==> src/rtl/fifo_pkg.sv <==
// Shared constants and status-state encoding for the 4096-entry FIFO write-side controller.
// The FIFO_ERR_STICKY_EN build option is handled in fifo_write_ctrl.
package fifo_pkg;

    localparam int FIFO_ADDR_W = 12;
    localparam int FIFO_DEPTH  = 1 << FIFO_ADDR_W;
    localparam int FIFO_AF_TH  = 4032;
    localparam int FIFO_AE_TH  = 64;
    localparam int FIFO_CNT_W  = FIFO_ADDR_W + 1;

    typedef enum logic [1:0] {
        EMPTY   = 2'b00,
        PARTIAL = 2'b01,
        FULL    = 2'b10
    } status_state_t;

endpackage

==> src/rtl/write_address_pointer.sv <==
// Write-side pointer stage: qualifies raw writes against fifo_full and advances the write address.
module write_address_pointer #(
    parameter int ADDR_W = 12
) (
    input  logic              clk,
    input  logic              rst,
    input  logic              wr,
    input  logic              fifo_full,
    output logic [ADDR_W-1:0] write_address,
    output logic              fifo_we
);

    assign fifo_we = wr & ~fifo_full;

    // The address wraps naturally at 2**ADDR_W.
    always_ff @(posedge clk) begin
        if (!rst) begin
            write_address <= '0;
        end else if (fifo_we) begin
            write_address <= write_address + 1'b1;
        end
    end

endmodule

==> src/rtl/fifo_write_ctrl.sv <==
// Write controller and status generator: occupancy count, EMPTY/PARTIAL/FULL FSM, threshold hints, error flags.
// Define FIFO_ERR_STICKY_EN to make the overflow/underflow flags hold until reset.
module fifo_write_ctrl
    import fifo_pkg::*;
#(
    parameter int ADDR_W = FIFO_ADDR_W,
    parameter int DEPTH  = FIFO_DEPTH,
    parameter int AF_TH  = FIFO_AF_TH,
    parameter int AE_TH  = FIFO_AE_TH
) (
    input  logic              clk,
    input  logic              rst,
    input  logic              wr,
    input  logic              rd,
    output logic [ADDR_W-1:0] write_address,
    output logic              fifo_we,
    output logic              fifo_full,
    output logic              fifo_empty,
    output logic              almost_full,
    output logic              almost_empty,
    output logic [ADDR_W:0]   fifo_count,
    output logic              fifo_overflow,
    output logic              fifo_underflow
);

    localparam int CNT_W = ADDR_W + 1;

    status_state_t    state, state_nxt;
    logic [CNT_W-1:0] count_nxt;
    logic             we_ok, rd_ok;

    write_address_pointer #(
        .ADDR_W(ADDR_W)
    ) u_wptr (
        .clk          (clk),
        .rst          (rst),
        .wr           (wr),
        .fifo_full    (fifo_full),
        .write_address(write_address),
        .fifo_we      (fifo_we)
    );

    assign we_ok = fifo_we;
    assign rd_ok = rd & ~fifo_empty;

    assign fifo_empty = (state == EMPTY);
    assign fifo_full  = (state == FULL);

    always_comb begin
        count_nxt = fifo_count;
        if (we_ok && !rd_ok) begin
            count_nxt = fifo_count + 1'b1;
        end else if (rd_ok && !we_ok) begin
            count_nxt = fifo_count - 1'b1;
        end
    end

    // EMPTY and FULL are only ever left through PARTIAL.
    always_comb begin
        state_nxt = state;
        unique case (state)
            EMPTY: begin
                if (we_ok) state_nxt = PARTIAL;
            end
            PARTIAL: begin
                if (count_nxt == '0)                 state_nxt = EMPTY;
                else if (count_nxt == CNT_W'(DEPTH)) state_nxt = FULL;
            end
            FULL: begin
                if (rd_ok) state_nxt = PARTIAL;
            end
            default: state_nxt = EMPTY;
        endcase
    end

    always_ff @(posedge clk) begin
        if (!rst) begin
            state          <= EMPTY;
            fifo_count     <= '0;
            almost_full    <= 1'b0;
            almost_empty   <= 1'b1;
            fifo_overflow  <= 1'b0;
            fifo_underflow <= 1'b0;
        end else begin
            state        <= state_nxt;
            fifo_count   <= count_nxt;
            almost_full  <= (count_nxt >= CNT_W'(AF_TH));
            almost_empty <= (count_nxt <= CNT_W'(AE_TH));
`ifdef FIFO_ERR_STICKY_EN
            fifo_overflow  <= fifo_overflow  | (wr & fifo_full);
            fifo_underflow <= fifo_underflow | (rd & fifo_empty);
`else
            fifo_overflow  <= wr & fifo_full;
            fifo_underflow <= rd & fifo_empty;
`endif
        end
    end

endmodule

==> config.mk <==
export PLATFORM = sky130hd
export DESIGN_NAME = fifo_write_ctrl
export DESIGN_NICKNAME = d
export VERILOG_FILES = /design/src/rtl/fifo_pkg.sv /design/src/rtl/write_address_pointer.sv /design/src/rtl/fifo_write_ctrl.sv
export SDC_FILE = /design/constraint.sdc
export NUM_CORES = 1
export LEC_CHECK = 0
export ABC_CLOCK_PERIOD_IN_PS = 3400
export CAP_MARGIN = 25
export CELL_PAD_IN_SITES_DETAIL_PLACEMENT = 1
export CELL_PAD_IN_SITES_GLOBAL_PLACEMENT = 1
export CORE_ASPECT_RATIO = 0.7
export CORE_MARGIN = 2
export CORE_UTILIZATION = 37
export CTS_BUF_LIST = sky130_fd_sc_hd__clkbuf_16
export DETAILED_ROUTE_END_ITERATION = 8
export PLACE_DENSITY = 0.79
export SETUP_SLACK_MARGIN = 0.3
export SYNTH_ARGS = -nofsm -noshare
export SYNTH_HDL_FRONTEND = slang
export SYNTH_SLANG_ARGS = --single-unit
==> constraint.sdc <==
create_clock -name clk -period 3.4 [get_ports clk]
set_input_delay 0.68 -clock clk [delete_from_list [all_inputs] [get_ports clk]]
set_output_delay 0.68 -clock clk [all_outputs]
set_load 0.01 [all_outputs]
# Yosys cells after proc, flatten, opt, wreduce, memory -nomap -nowiden
# Index checks and enable logic that the tools add are counted.
[totals]
ff_bits = 31
word_cells = 38
[op_classes]
addsub = 3
n_lt_le_gt_ge = 2
n_eq_ne = 6
n_mux = 7
bitwise = 6
reduce_logical = 7
[ops]
columns = ["cell", "n"]
rows = [
  ["$mux W13", 2],
  ["$add A13 B1 Y13 const B", 1],
  ["$eq A13 B13 Y1 const B", 1],
  ["$ge A13 B12 Y1 const B", 1],
  ["$le A13 B7 Y1 const B", 1],
  ["$logic_not A13 Y1", 1],
  ["$sub A13 B1 Y13 const B", 1],
  ["$add A12 B1 Y12 const B", 1],
  ["$mux W2", 4],
  ["$pmux W2 S3", 1],
  ["$and A1 B1 Y1", 4],
  ["$ne A2 B1 Y1 const B", 2],
  ["$ne A3 B3 Y1 const B", 1],
  ["$reduce_and A3 Y1", 1],
  ["$eq A2 B1 Y1 const B", 1],
  ["$eq A2 B2 Y1 const B", 1],
  ["$logic_and A1 B1 Y1", 2],
  ["$logic_not A1 Y1", 2],
  ["$logic_not A2 Y1", 1],
  ["$not A1 Y1", 2],
]

# Depth between registers and ports, before layout
[logic_depth]
ltp_word = 11
mapped_depth = 9
depth_no_buf = 9

# Hierarchy
# From an unflattened synthesis, not the netlist that was laid out.
[hier_totals]
cells_unflattened = 202
hier_area_um2 = 1769.2
[by_module_without_submodules]
columns = ["module", "instances", "cells_each", "area_per_inst_um2", "seq_area_each_um2"]
rows = [
  ["fifo_write_ctrl", 1, 138, 1196.1, 380.4],
  ["write_address_pointer", 1, 64, 573.0, 240.2],
]

# Worst setup path after synthesis
# No wires, ideal clock.
[synth_timing]
path_type = "input port to flip-flop"
from = "in rd"
to = "reg almost_empty"
setup_time_ns = 0.084
arrival_time_ns = 2.495
required_time_ns = 3.316
path_slack_ns = 0.821
cell_stages = 8
n_path_buf = 1
cell_sequence = "buf_2 > mux2_2 > nor4_1 > o21ai_0 > xor2_1 > nand2_1 > or4_1 > o31ai_2"
[synth_between]
elab_chain_cells = 5
word_cells_on_any_way = 7
cone_classes = "1 x order compare; 2 x mux; 1 x bitwise; 3 x reduce/logical"
[synth_lines]
columns = ["element", "line", "source"]
rows = [
  ["start: declaration", "fifo_write_ctrl.sv:14", "input logic rd,"],
  ["$and A1 B1 Y1 *", "fifo_write_ctrl.sv:44", "assign rd_ok = rd & ~fifo_empty;"],
  ["$logic_and A1 B1 Y1 / $logic_not A1 Y1 (equally long branches)", "fifo_write_ctrl.sv:53, fifo_write_ctrl.sv:51", ""],
  ["$mux W13 / $logic_and A1 B1 Y1 (equally long branches)", "fifo_write_ctrl.sv:53, fifo_write_ctrl.sv:51", ""],
  ["$mux W13 *", "fifo_write_ctrl.sv:51", "if (we_ok && !rd_ok) begin"],
  ["$le A13 B7 Y1 *", "fifo_write_ctrl.sv:88", "almost_empty <= (count_nxt <= CNT_W'(AE_TH));"],
  ["end signal: assignment", "fifo_write_ctrl.sv:88", ""],
  ["end: declaration", "fifo_write_ctrl.sv:20", "output logic almost_empty,"],
]
# Every way passes the cells marked *; elsewhere a longest branch is shown, timed or not.
# A chain may end at the register's enable or synchronous reset.

# Worst setup path after layout
[layout_timing]
from = "in wr"
to = "reg almost_empty"
[layout_between]
elab_chain_cells = 6
word_cells_on_any_way = 7
cone_classes = "1 x order compare; 2 x mux; 1 x bitwise; 3 x reduce/logical"
[layout_lines]
columns = ["element", "line", "source"]
rows = [
  ["start: declaration", "fifo_write_ctrl.sv:13", "input logic wr,"],
  ["$and A1 B1 Y1 *", "write_address_pointer.sv:13", "assign fifo_we = wr & ~fifo_full;"],
  ["$logic_not A1 Y1", "fifo_write_ctrl.sv:53", "end else if (rd_ok && !we_ok) begin"],
  ["$logic_and A1 B1 Y1", "fifo_write_ctrl.sv:53", ""],
  ["$mux W13", "fifo_write_ctrl.sv:53", ""],
  ["$mux W13 *", "fifo_write_ctrl.sv:51", ""],
  ["$le A13 B7 Y1 *", "fifo_write_ctrl.sv:88", ""],
]
# Marked as above.

==> out/metrics.yaml <==
status: "finished clean"
p_total_mw: 1.328
fin_crit_sh: 0.8484
grt_max_degree: 13
cts_tree: "built"
synth_top_area_frac: 0.3713
die_y_um: 60.24
ant_nets: 0
path_class: "primary input to register"
dr_total_vias: 1571
crit_chain: "clkdlybuf4s50_1 > buf_4 > nand4_1 > nor4_2 > o21ai_2 > a21oi_1 > xor2_1 > or4_1 > o31ai_2"
synth_most_common_cell: "dfxtp_1"
synth_common_cells: "dfxtp_1, nor2_1, xor2_1, nand2_1"
syn-num-nets: 203
rrSetupSlack_ns: 0.58
wl_um: 4632
setup_tns_ns: 0
holdWs_ns: 0.4938
yosysTopAreaCell: "dfxtp_1"
grt_pass1_vias: 1480
grt_pass1_wl_um: 7424
rows: 20
synth_area_mm2: 0.001672
p_leak_nw: 0.8698
cts_buffer_depth: 2
ys_types: 45
syn2layout_area_growth_pct: 35.33
drive_gt1_frac: 0.1097
slew_headroom: 0.7084
fmaxAchievable_mhz: 346.7
worstHoldStart: "u_wptr.write_address[7]"
start_kind: "primary input"
fin_worst_skew_ns: 0.005889
syn_area_per_cell_um2: 8.529
setup_viol: 0
cts_root_buf: "clkbuf_16"
ir_worst_vdd_uv: 409.2
die_x_um: 84.34
cts_buffers: 5
drtIter0Drc: 60
required_ns: 3.59
routed_via_density: 5.380
hold_buffers: 0
clock_sinks: 31
nets: 243
yosysSeqAreaShare: 0.3713
die_area_mm2: 0.005080
synth-edff-count: 0
worst_r2r_endpoint: "almost_empty"
hpwl_um: 3449
dr.pass1.iters: 4
post_drt_wl_per_cell_um: 15.86
antenna_found_initial: 0
critPathMaxFanout: 9
hold_violations: 0
grt-ovfl-total: 0
clk_pin_slew_ns: 0.05
worst_pin_slew_ns: 0.4370
io_pins: 36
slew_violations: 0
htreeDepth: 2
ys_top_cells_by_area: "dfxtp_1, xor2_1, nor2_1, xnor2_1, or3_1"
ys_seq_elements: 31
port_buffers: 35
async_flop_share: 0
power.density_mw_per_mm2: 586.9
synthCells: 196
worst_r2r_path_depth: 9
arrival_ns: 3.08
rsz0062_at_grt: "no"
end_kind: "register"
r2r_start: "fifo_count[0]"
maxCapViolCount: 0
synthFlopType: "dfxtp_1"
grt_usage: 0.1916
min_to: "u_wptr.write_address[7]"
drcViolationCount: 0
num-fill-cells: 512
gp_congestion: 0.8720
floorplan.initialDensity: 0.3861
hold_class: "register to register"
hold_depth: 2
min_period_ns: 2.885
synth_warnings: 0
crit_path_max_incr_delay_ns: 0.58
clk_latency_ns: 0.27
cp_slowest_cell: "clkdlybuf4s50_1"
antenna_cells: 0
core_mm2: 0.004329
==> worst max-delay path, delay by kind of cell <==
family | cells | cell delay (ns)
AND/OR/NAND/NOR | 3 | 0.89
AO/OA/AOI/OAI | 3 | 0.58
XOR/XNOR | 1 | 0.14
buffers and inverters | 2 | 0.79
==> worst max path at each step <==
stage / start / end / slack, ns / cells past startpoint
2_1_floorplan: rd / almost_empty / 0.82 / 8
3_3_place_gp: rd / almost_empty / 0.19 / 8
3_5_place_dp: rd / almost_empty / 0.13 / 8
4_1_cts: rd / almost_empty / 0.38 / 8
5_1_grt: wr / almost_full / 0.36 / 9
6_report: wr / almost_empty / 0.52 / 9
==> power breakdown <==
part           total, mW  internal (mW)  leakage, nW  switching (mW)
Combinational      0.373          0.184        0.536           0.189
Sequential         0.458          0.400        0.252          0.0580
Clock              0.496          0.341       0.0812           0.155
==> layout make-up <==
type | count | area, µm² | area share
Sequential cell | 31 | 620.6 | 0.2743
Tap cell | 55 | 68.82 | 0.03042
Clock inverter | 3 | 38.79 | 0.01715
Clock buffer | 5 | 125.1 | 0.05531
Timing Repair Buffer | 41 | 397.9 | 0.1759
Multi-Input combinational cell | 150 | 984.7 | 0.4353
Inverter | 7 | 26.28 | 0.01162
==> placed cells by master (no fill, tap or decap), types with 2 or more instances in the layout <==
cell type and count:
nor2_1 28, ha_1 3, or3_1 8, inv_1 7, a21oi_1 8, mux2_2 2, nand2_1 12, nand2b_1 3
a32o_1 2, nor4_1 3, a31oi_1 3, dfxtp_1 31, xnor2_1 6, nor3_1 4, clkdlybuf4s50_1 34, and2_1 5
xor2_1 13, nand4_1 6, and3_1 6, a211oi_1 3, mux2i_1 2, buf_4 6, o21ai_0 6, clkbuf_16 5
nand3_1 7
==> cells by family after synthesis <==
kind of cell               Yosys count  share of synthesized area
buffers and inverters               15                    0.03967
xor gates and xnor gates            19                    0.09955
and+or+nand+nor                     90                     0.2829
DFF                                 31                     0.3713
adders and majority gates            3                    0.02246
muxes                                5                    0.03892
AOI/OAI and AO/OA                   33                     0.1452
==> state kept, by name, summed over array words and instances (netlist names) <==
register / flops
fifo_overflow: 1
fifo_underflow: 1
almost_full: 1
almost_empty: 1
u_wptr.write_address: 12
state: 2
fifo_count: 13
==> through the flow <==
stage / worst slack (ns) / utilization / area [µm²] / std cells
after floorplan: 0.8205 / - / 1672 / 196
after global placement: 0.1865 / 0.4841 / 2096 / 284
after detailed placement: 0.1301 / 0.4841 / 2096 / 284
after CTS: 0.3803 / 0.5220 / 2260 / 292
after global routing: 0.3578 / 0.5225 / 2262 / 292
final: 0.5153 / 0.5225 / 2262 / 292
==> layer usage <==
metal,part of all wire,routed length (µm),up-vias,GRT usage
li1,-,-,777,-
met1,0.52,2412,752,0.2788
met2,0.41,1919,35,0.2800
met3,0.055,254,7,0.05110
met4,0.0099,46,0,0.04989
met5,0,0,-,0
==> repair_timing <==
action	CTS	global route
setup buffers	0	0
gates resized for setup	0	1
setup endpoints to repair	0	3
Note: power is estimated with default switching activity, not from simulation.
